--- config.mk ---
export PLATFORM = sky130hd
export DESIGN_NAME = mac_lane_acc
export DESIGN_NICKNAME = d
export VERILOG_FILES = /design/src/rtl/mac_lane_acc.sv
export SDC_FILE = /design/constraint.sdc
export NUM_CORES = 1
export LEC_CHECK = 0
export BUFFER_PORTS_ARGS = -buffer_cell sky130_fd_sc_hd__buf_4
export CAP_MARGIN = 25
export CORE_MARGIN = 2
export CORE_UTILIZATION = 41
export CTS_CLUSTER_SIZE = 12
export DETAILED_ROUTE_END_ITERATION = 8
export PLACE_DENSITY_LB_ADDON = 0.1
export SLEW_MARGIN = 30
export SYNTH_ARGS = -nofsm -noshare
export SYNTH_HDL_FRONTEND = slang
export SYNTH_SLANG_ARGS = --single-unit
export TNS_END_PERCENT = 20
--- constraint.sdc ---
create_clock -name clk -period 6.75 [get_ports clk]
set_input_delay 0.675 -clock clk [delete_from_list [all_inputs] [get_ports clk]]
set_output_delay 0.675 -clock clk [all_outputs]
set_load 0.01 [all_outputs]
--- src/rtl/mac_lane_acc.sv ---
// -----------------------------------------------------------------------------
// mac_lane_acc
//   Multi-lane multiply-accumulate engine. Each of `col` lanes multiplies an
//   unsigned activation by a signed weight and accumulates into a signed
//   partial sum seeded from `c` on the first beat of a dot product. The dot
//   product length is taken from `len` on the first beat (0 counts as 1).
//   Results are presented in HOLD with a ready/valid handshake; a new first
//   beat may be accepted in the same cycle the result is consumed.
//
//   Optional feature macro: MAC_LANE_SAT_EN
//     defined   -> each accumulate step saturates to the signed psum range
//     undefined -> each accumulate step wraps modulo 2^psum_bw
//     `ovf` flags an out-of-range step in both builds.
//
//   Ports
//     clk        in   clock, rising edge
//     reset      in   asynchronous active-high reset
//     len        in   beats per dot product (first beat only)
//     in_valid   in   input beat valid
//     in_ready   out  input beat accepted when in_valid & in_ready
//     a          in   col x bw unsigned activations, lane i = a[i*bw +: bw]
//     b          in   col x bw signed weights,      lane i = b[i*bw +: bw]
//     c          in   col x psum_bw signed seeds (first beat only)
//     out_valid  out  result valid
//     out_ready  in   result consumed when out_valid & out_ready
//     out        out  col x psum_bw signed lane results (registered)
//     ovf        out  per-lane sticky overflow of the current dot product
// -----------------------------------------------------------------------------

// One lane: datapath plus its accumulator and sticky overflow flops.
//   clk, reset   clock / async reset
//   en           accepted beat this cycle
//   first        accepted beat is the first of a dot product (seed from c)
//   a, b, c      lane activation, weight, seed
//   acc, ovf     registered partial sum and sticky overflow
module mac_lane_unit #(
   parameter int bw      = 4,
   parameter int psum_bw = 16
) (
   input  logic               clk,
   input  logic               reset,
   input  logic               en,
   input  logic               first,
   input  logic [bw-1:0]      a,
   input  logic [bw-1:0]      b,
   input  logic [psum_bw-1:0] c,
   output logic [psum_bw-1:0] acc,
   output logic               ovf
);
   logic [psum_bw-1:0] acc_q, acc_d;
   logic               ovf_q, ovf_d;

   logic [2*bw:0]      a_x, b_x, prod;
   logic [psum_bw:0]   prod_x, base_x, sum;
   logic [psum_bw-1:0] base, result;
   logic               beat_ovf;

   always_comb begin
      // Operands extended to the full product width so the low 2*bw+1 bits
      // of an ordinary multiply are the exact signed product.
      a_x    = {{(bw+1){1'b0}}, a};
      b_x    = {{(bw+1){b[bw-1]}}, b};
      prod   = a_x * b_x;
      prod_x = {{(psum_bw-2*bw){prod[2*bw]}}, prod};

      base   = first ? c : acc_q;
      base_x = {base[psum_bw-1], base};
      sum    = base_x + prod_x;

      // Out of range when the guard bit disagrees with the psum sign bit.
      beat_ovf = sum[psum_bw] ^ sum[psum_bw-1];

`ifdef MAC_LANE_SAT_EN
      if (beat_ovf)
         result = sum[psum_bw] ? {1'b1, {(psum_bw-1){1'b0}}}
                               : {1'b0, {(psum_bw-1){1'b1}}};
      else
         result = sum[psum_bw-1:0];
`else
      result = sum[psum_bw-1:0];
`endif

      acc_d = acc_q;
      ovf_d = ovf_q;
      if (en) begin
         acc_d = result;
         ovf_d = first ? beat_ovf : (ovf_q | beat_ovf);
      end
   end

   always_ff @(posedge clk or posedge reset) begin
      if (reset) begin
         acc_q <= '0;
         ovf_q <= 1'b0;
      end else begin
         acc_q <= acc_d;
         ovf_q <= ovf_d;
      end
   end

   assign acc = acc_q;
   assign ovf = ovf_q;
endmodule

module mac_lane_acc #(
   parameter int bw      = 4,
   parameter int psum_bw = 16,
   parameter int col     = 8,
   parameter int cnt_bw  = 8
) (
   input  logic                   clk,
   input  logic                   reset,
   input  logic [cnt_bw-1:0]      len,
   input  logic                   in_valid,
   output logic                   in_ready,
   input  logic [col*bw-1:0]      a,
   input  logic [col*bw-1:0]      b,
   input  logic [col*psum_bw-1:0] c,
   output logic                   out_valid,
   input  logic                   out_ready,
   output logic [col*psum_bw-1:0] out,
   output logic [col-1:0]         ovf
);
   typedef enum logic [1:0] {
      IDLE = 2'd0,
      ACC  = 2'd1,
      HOLD = 2'd2
   } state_t;

   state_t            state_q, state_d;
   logic [cnt_bw-1:0] cnt_q, cnt_d;
   logic [cnt_bw-1:0] len_q, len_d;
   logic [cnt_bw-1:0] len_eff, cnt_inc;
   logic              accept, first;

   logic [col-1:0][bw-1:0]      a_l, b_l;
   logic [col-1:0][psum_bw-1:0] c_l, acc_l;

   assign a_l = a;
   assign b_l = b;
   assign c_l = c;

   always_comb begin
      state_d   = state_q;
      cnt_d     = cnt_q;
      len_d     = len_q;
      in_ready  = 1'b0;
      out_valid = 1'b0;
      first     = 1'b0;
      len_eff   = (len == '0) ? cnt_bw'(1) : len;
      cnt_inc   = cnt_q + cnt_bw'(1);

      case (state_q)
         IDLE: in_ready = 1'b1;
         ACC:  in_ready = 1'b1;
         HOLD: begin
            out_valid = 1'b1;
            // A new first beat may only enter while the result leaves.
            in_ready  = out_ready;
         end
         default: ;
      endcase
      if (reset) in_ready = 1'b0;

      accept = in_valid & in_ready;

      case (state_q)
         IDLE: if (accept) first = 1'b1;
         ACC: begin
            if (accept) begin
               cnt_d = cnt_inc;
               if (cnt_inc == len_q) state_d = HOLD;
            end
         end
         HOLD: begin
            if (out_ready) begin
               state_d = IDLE;
               if (accept) first = 1'b1;
            end
         end
         default: state_d = IDLE;
      endcase

      // First-beat rules are shared by IDLE and the HOLD back-to-back case.
      if (first) begin
         cnt_d   = cnt_bw'(1);
         len_d   = len_eff;
         state_d = (len_eff == cnt_bw'(1)) ? HOLD : ACC;
      end
   end

   always_ff @(posedge clk or posedge reset) begin
      if (reset) begin
         state_q <= IDLE;
         cnt_q   <= '0;
         len_q   <= '0;
      end else begin
         state_q <= state_d;
         cnt_q   <= cnt_d;
         len_q   <= len_d;
      end
   end

   for (genvar i = 0; i < col; i++) begin : g_lane
      mac_lane_unit #(
         .bw      (bw),
         .psum_bw (psum_bw)
      ) u_lane (
         .clk   (clk),
         .reset (reset),
         .en    (accept),
         .first (first),
         .a     (a_l[i]),
         .b     (b_l[i]),
         .c     (c_l[i]),
         .acc   (acc_l[i]),
         .ovf   (ovf[i])
      );
   end

   // The accumulator only moves on an accepted beat, and in HOLD a beat is
   // accepted only as the result is consumed, so it doubles as the
   // registered output.
   assign out = acc_l;
endmodule

## Word-level counts from Yosys, hierarchy flattened

Cells that the tools add are included.

| word-level totals | value |
|---|---|
| input port bits | 204 |
| bits in writable memories | 0 |
| bits in latches | 0 |
| logic and storage cells | 100 |
| memories kept | 0 |
| memory bits (read-only) | 0 |
| output and inout port bits | 138 |
| register bits after elaboration | 154 |

| cells by class | value |
|---|---|
| divide/modulo/power cells | 0 |
| reductions and logical operators | 7 |
| multiply operators | 8 |
| equality and inequality tests | 8 |
| shift-type cells | 0 |
| bitwise operators | 17 |
| mux-type cells | 32 |
| magnitude comparators | 0 |
| add/subtract/negate cells | 9 |

Operators by type and width:

| cell | count |
|---|---|
| adder 16 x 9 -> 17 bit | 8 |
| 2-to-1 mux 16 bit | 8 |
| multiplier 5 x 4 -> 9 bit | 8 |
| 2-to-1 mux 8 bit | 4 |
| 2-to-1 mux 1 bit | 12 |
| 2-to-1 mux 2 bit | 5 |
| inequality test 3 x 2 -> 1 bit, second input constant | 3 |
| adder 8 x 1 -> 8 bit, second input constant | 1 |
| equality test 8 x 1 -> 1 bit, second input constant | 1 |
| equality test 8 bit | 1 |
| zero test 8 bit | 1 |
| bitwise OR 1 bit | 8 |
| XOR 1 bit | 8 |
| one-hot mux 2 bit (3 select lines) | 1 |
| one-hot mux 1 bit (2 select lines) | 2 |
| AND reduction 4 bit | 1 |
| nonzero test 2 bit | 2 |
| equality test 2 x 1 -> 1 bit, second input constant | 1 |
| equality test 2 bit, second input constant | 1 |
| zero test 2 bit | 1 |
| inequality test 2 x 1 -> 1 bit, second input constant | 1 |
| AND reduction 2 bit | 1 |
| OR reduction 2 bit | 1 |
| bitwise AND 1 bit | 1 |

## Logic depth before layout (Yosys ltp)

| logic depth | value |
|---|---|
| word-level depth | 13 |
| depth in mapped cells | 25 |
| gate-level depth less buffers | 22 |

## Modules after synthesis

From an unflattened synthesis, not the netlist that was laid out.

| unflattened totals | value |
|---|---|
| cells, all modules | 1866 |
| area total of the unflattened synthesis | 18357.6 µm² |

Modules (own cells, without submodules):

| module | area an instance (µm²) | cells each | times used |
|---|---|---|---|
| mac_lane_unit (g_lane[4].u_lane ...) | 2155.8 | 218 | 4 |
| mac_lane_unit (g_lane[0].u_lane ...) | 2165.8 | 217 | 3 |
| mac_lane_unit (g_lane[3].u_lane) | 2167.1 | 217 | 1 |
| mac_lane_acc | 1069.8 | 126 | 1 |

## Least setup slack after synthesis

No wires, ideal clock.

| timing | value |
|---|---|
| path kind | in2reg |
| start point | input port out_ready |
| end point | register g_lane[0].u_lane.ovf_q |
| arrival | 5319 ps |
| buffers on the path | 2 |
| setup time | 121 ps |
| cell stages on the path | 20 |
| setup slack | 1310 ps |
| cells stage by stage | nand2b_1 -> a21oi_1 -> nand2_1 -> buf_2 -> nor2_4 -> buf_2 -> mux2i_1 -> fa_1 -> fa_1 -> fa_1 -> inv_1 -> ha_1 -> a211oi_1 -> nor2_1 -> o311ai_1 -> a21oi_1 -> a221o_1 -> xnor2_2 -> xnor2_1 -> a22o_1 |

| on the way | value |
|---|---|
| word-level cells in the longest chain between the ends | 11 |

Ends and longest elaborated chain:

| element | line | RTL |
|---|---|---|
| start, declared | 120 | `input logic out_ready,` |
| one-hot mux 1 bit (2 select lines) * | 153 | `case (state_q)` |
| 2-to-1 mux 1 bit * | 163 | `if (reset) in_ready = 1'b0;` |
| net in_ready | 115 | `output logic in_ready,` |
| bitwise AND 1 bit * | 165 | `accept = in_valid & in_ready;` |
| 2-to-1 mux 1 bit | 168, 178 |  |
| 2-to-1 mux 1 bit | 176 | `if (out_ready) begin` |
| one-hot mux 1 bit (2 select lines) | 167 | `case (state_q)` |
| 2-to-1 mux 16 bit | 66 | `base = first ? c : acc_q;` |
| adder 16 x 9 -> 17 bit | 68 | `sum = base_x + prod_x;` |
| XOR 1 bit | 71 | `beat_ovf = sum[psum_bw] ^ sum[psum_bw-1];` |
| bitwise OR 1 bit | 87 | `ovf_d = first ? beat_ovf : (ovf_q \| beat_ovf);` |
| 2-to-1 mux 1 bit | 87 |  |
| end signal, assigned | 97 | `ovf_q <= ovf_d;` |
| end, declared | 51 | `logic ovf_q, ovf_d;` |

Mark *: on every way through the listed nets, which the timed path passes. The rest lies on a longest branch.
A chain may end at the register's enable or synchronous reset.

## Final worst setup path

| timing | value |
|---|---|
| start point | register state_q[0] |
| end point | register g_lane[6].u_lane.ovf_q |

| on the way | value |
|---|---|
| word-level cells in the longest chain between the ends | 13 |
| elaborated cells between the ends (all ways) | 15 |
| those cells by class | 1 x add/sub; 2 x eq/ne; 7 x mux; 3 x bitwise; 2 x reduce/logical |

Ends and longest elaborated chain:

| element | line | RTL |
|---|---|---|
| start, declared | 130 | `state_t state_q, state_d;` |
| start signal, assigned | 198 | `state_q <= state_d;` |
| equality test 2 x 1 -> 1 bit or zero test 2 bit (tied branches) | 153, 167 |  |
| OR reduction 2 bit (no source line) | n/a |  |
| one-hot mux 1 bit (2 select lines) | 153 |  |
| 2-to-1 mux 1 bit | 163 |  |
| bitwise AND 1 bit | 165 |  |
| 2-to-1 mux 1 bit | 168, 178 |  |
| 2-to-1 mux 1 bit | 176 |  |
| one-hot mux 1 bit (2 select lines) | 167 |  |
| 2-to-1 mux 16 bit | 66 |  |
| adder 16 x 9 -> 17 bit | 68 |  |
| XOR 1 bit | 71 |  |
| bitwise OR 1 bit | 87 |  |
| 2-to-1 mux 1 bit | 87 |  |
| end signal, assigned | 97 |  |
| end, declared | 51 |  |

Several ways; a longest one is shown, not always the timed one.

==> out/results.tsv <==
stage	metric	value	unit
synth	top-area cell type share of the netlist area	22.39	%
global_route	largest net degree at the start of global routing	230	
critical_path	CP Launch Point	state_q[0]	
cts	Post-CTS Resized	0	
critical_path	worst setup path class	flop to flop	
sta	Worst Tran Pin Value	0.9692	ns
finish	Reg area	3854	um^2
synth	Synthesis Warnings	0	
cts	Post-CTS Repair Setup Buffers	0	
placement	worst setup slack after placement	0.6846	ns
floorplanning	die area	45440	um^2
cts	Max H-tree Level	4	
sta	RSZ-0062 raised after global routing	no	
synth	syn avg cell area	8.371	um^2
placement	gpl congestion	0.8590	
cts	Root Driver	clkbuf_16	
cts	Max Root-Sink Buffers	2	
finish	synth-to-layout area growth	21.00	%
power_and_ir_drop	power per cell area	446.2	nW/um^2
critical_path	Worst path slowest cell	fa_1	
sta	final period utilization	84.60	%
sta	Fin Setup TNS	0	ns
synth	syn nets	2764	
drt	DRT Wirelength	48730	um
critical_path	critical-path cell list	nand2b_1 -> a21oi_1 -> nand2_4 -> nor2_4 -> buf_12 -> mux2i_1 -> fa_1 -> fa_1 -> fa_1 -> inv_1 -> ha_1 -> a211oi_1 -> o21bai_1 -> a21oi_1 -> o31ai_1 -> a41oi_1 -> xor2_1 -> xnor2_1 -> o21ai_0	
power_and_ir_drop	Leakage Power	11.68	nW
synth	count leader, synth	nand2_1	
power_and_ir_drop	VDD IR max	190.1	uV
floorplanning	Ports	342	
floorplanning	Die Span Y	213.2	um
synth	Post-synth ARST share	100.0	%
run_status	status	completed	
synth	Synth Instances	2143	
synth	register area share after synthesis	21.48	%
finish	multi-input logic area	13090	um^2
synth	ranking of synthesized cells by area	ha_1 (22%), dfrtp_1 (21%), nand2_1 (12%)	
drt	DR iter-0 viols	611	
cts	TritonCTS clock tree	yes	
sta	number of hold violations in the final report	0	
sta	worst setup margin	1.040	ns
cts	hold buffer count at CTS	0	
critical_path	reg-to-reg slack, setup	1.04	ns
floorplanning	row cnt	76	
run	max-cap viol count	0	
critical_path	reg2reg end	g_lane[6].u_lane.ovf	
drt	via count	15320	
critical_path	Critical Path Start Type	flop	
global_route	Congestion Overflow GR	0	
critical_path	critical path capture point type	flop	
cts	Clock Pin Slew Worst Setup and Hold Paths	0.07	ns
critical_path	reg2reg path depth	19	
drt	DRT Pass-1 Iters	5	
finish	layout cells sized above 1	16.80	%
global_route	vias in the first global route	15510	
drt	vias per inst	5.022	
min_path	Worst Hold Class	primary input to asynchronous set/reset pin	
critical_path	Max stage delay on crit path	0.53	ns
floorplanning	core box area	43170	um^2
drt	Antenna Nets Post-Route	0	
critical_path	Crit path max-delay family	adder cells	
drt	drt drc	0	
finish	Core Util, Final	50.28	%
finish	# nets final	3073	
sta	Rel. slew slack	35.39	%
synth	Post-synth EDFFs	0	
synth	Yosys reg bits	154	
synth	Top FF cell, synth	dfrtp_1	
critical_path	Critical Path End	g_lane[6].u_lane.ovf	
drt	wire length per cell	15.98	um
critical_path	Levels on crit path	19	
critical_path	Buf+Inv Stages, Crit Path	2	
synth	Yosys top cell by area	ha_1	
cts	# clock sinks	154	
synth	synth cell count leaders	nand2_1 (558), ha_1 (321), inv_1 (194)	
synth	Mapped Area	17940	um^2
sta	Slew Viols, Final	0	
cts	TritonCTS buffer count	17	
sta	Period minus WS final	5.710	ns
finish	Antenna Cells	0	
finish	fillcell total	4258	
floorplanning	Initial Util	41.55	%
placement	Final HPWL DP	38050	um
sta	fmax	0.1751	GHz
sta	Final Skew	0.006130	ns
critical_path	Worst Path Max Fanout	17	
sta	final setup violation count	0	
synth	synth unique cells	69	
critical_path	r2r startpoint	state_q[0]	
placement	PortBufs	341	
critical_path	CP most frequent cell	fa_1	
global_route	GRT Util Overall	22.02	%
floorplanning	die width	213.2	um
global_route	first-pass GRT wire length	78360	um
global_route	antenna violations before repair	0	
cts	clk_lat worst skew	0.49	ns
critical_path	Required @ worst endpoint	7.08	ns
critical_path	crit path DAT	6.04	ns
cell type report:
cell class | instances | share of cell area [%]
inverter | 194 | 3.389
sequential | 154 | 17.75
tap | 585 | 3.372
clock inverter | 15 | 0.7494
clock buffer | 17 | 1.960
multi-input combinational | 1729 | 60.29
timing repair buffer | 356 | 12.49
worst min path at each step:
| stage | start | to | slack [ns] | cells after the start |
|---|---|---|---|---|
| after floorplan | g_lane[3].u_lane.ovf | g_lane[3].u_lane.ovf | 0.45 | 2 |
| after global placement | g_lane[6].u_lane.ovf | g_lane[6].u_lane.ovf | 0.47 | 2 |
| after detailed placement | g_lane[7].u_lane.ovf | g_lane[7].u_lane.ovf | 0.48 | 2 |
| after CTS | reset | g_lane[3].u_lane.acc[6] | 0.33 | 2 |
| after global routing | reset | g_lane[5].u_lane.ovf | 0.37 | 2 |
| final | reset | g_lane[5].u_lane.ovf | 0.34 | 2 |
kinds of logic after synthesis:
kind of cell / share of synthesized area (%)
DFF: 21.48
AOI/OAI and AO/OA: 13.02
adders and majority gates: 33.10
muxes: 2.602
xor gates and xnor gates: 5.168
and+or+nand+nor: 18.97
buffers and inverters: 5.657
metal layers:
layer / track usage, % / vias up / routed length (um) / share of wire (%)
li1: - / 7795 / - / -
met1: 29.72 / 7222 / 23220 / 48
met4: 5.915 / 0 / 737 / 1.5
met3: 3.765 / 49 / 1824 / 3.7
met5: 0 / - / 0 / 0
met2: 36.44 / 252 / 22950 / 47
placed cells by master, fill, tap and decap left out, types with 10 or more instances in the layout:
master,n
a211oi_1,14
a31oi_1,10
o21bai_1,12
nor2b_1,11
nand2b_1,42
o21a_1,13
ha_1,321
o21ai_0,141
dfrtp_1,154
a21o_1,44
nor3_1,14
fa_1,96
a21oi_1,80
xor2_1,47
nand3_1,24
xnor2_1,57
inv_1,193
nand2_1,557
nor2_1,38
and2_1,60
mux2i_1,41
clkbuf_16,17
buf_4,353
registers in the layout (all words and copies together), names as in the netlist:
| name | flops |
|---|---|
| state_q | 2 |
| g_lane.u_lane.acc | 128 |
| g_lane.u_lane.ovf | 8 |
| cnt_q | 8 |
| len_q | 8 |
metrics by stage:
stage	hold slack [ns]	area, um^2	std cells	power (mW)
2_1_floorplan	0.4510	17940	2143	6.673
3_3_place_gp	0.4703	21120	3018	8.559
3_5_place_dp	0.4780	21120	3018	8.681
4_1_cts	0.3344	21710	3050	9.799
5_1_grt	0.3715	21710	3050	10.83
6_report	0.3375	21710	3050	9.685
power by group:
part | internal [mW] | leakage [nW] | switching (mW)
clock network | 0.550 | 0.282 | 0.479
registers | 1.35 | 1.86 | 0.426
logic | 3.16 | 9.54 | 3.72
Power figures use the tool's default switching activity.
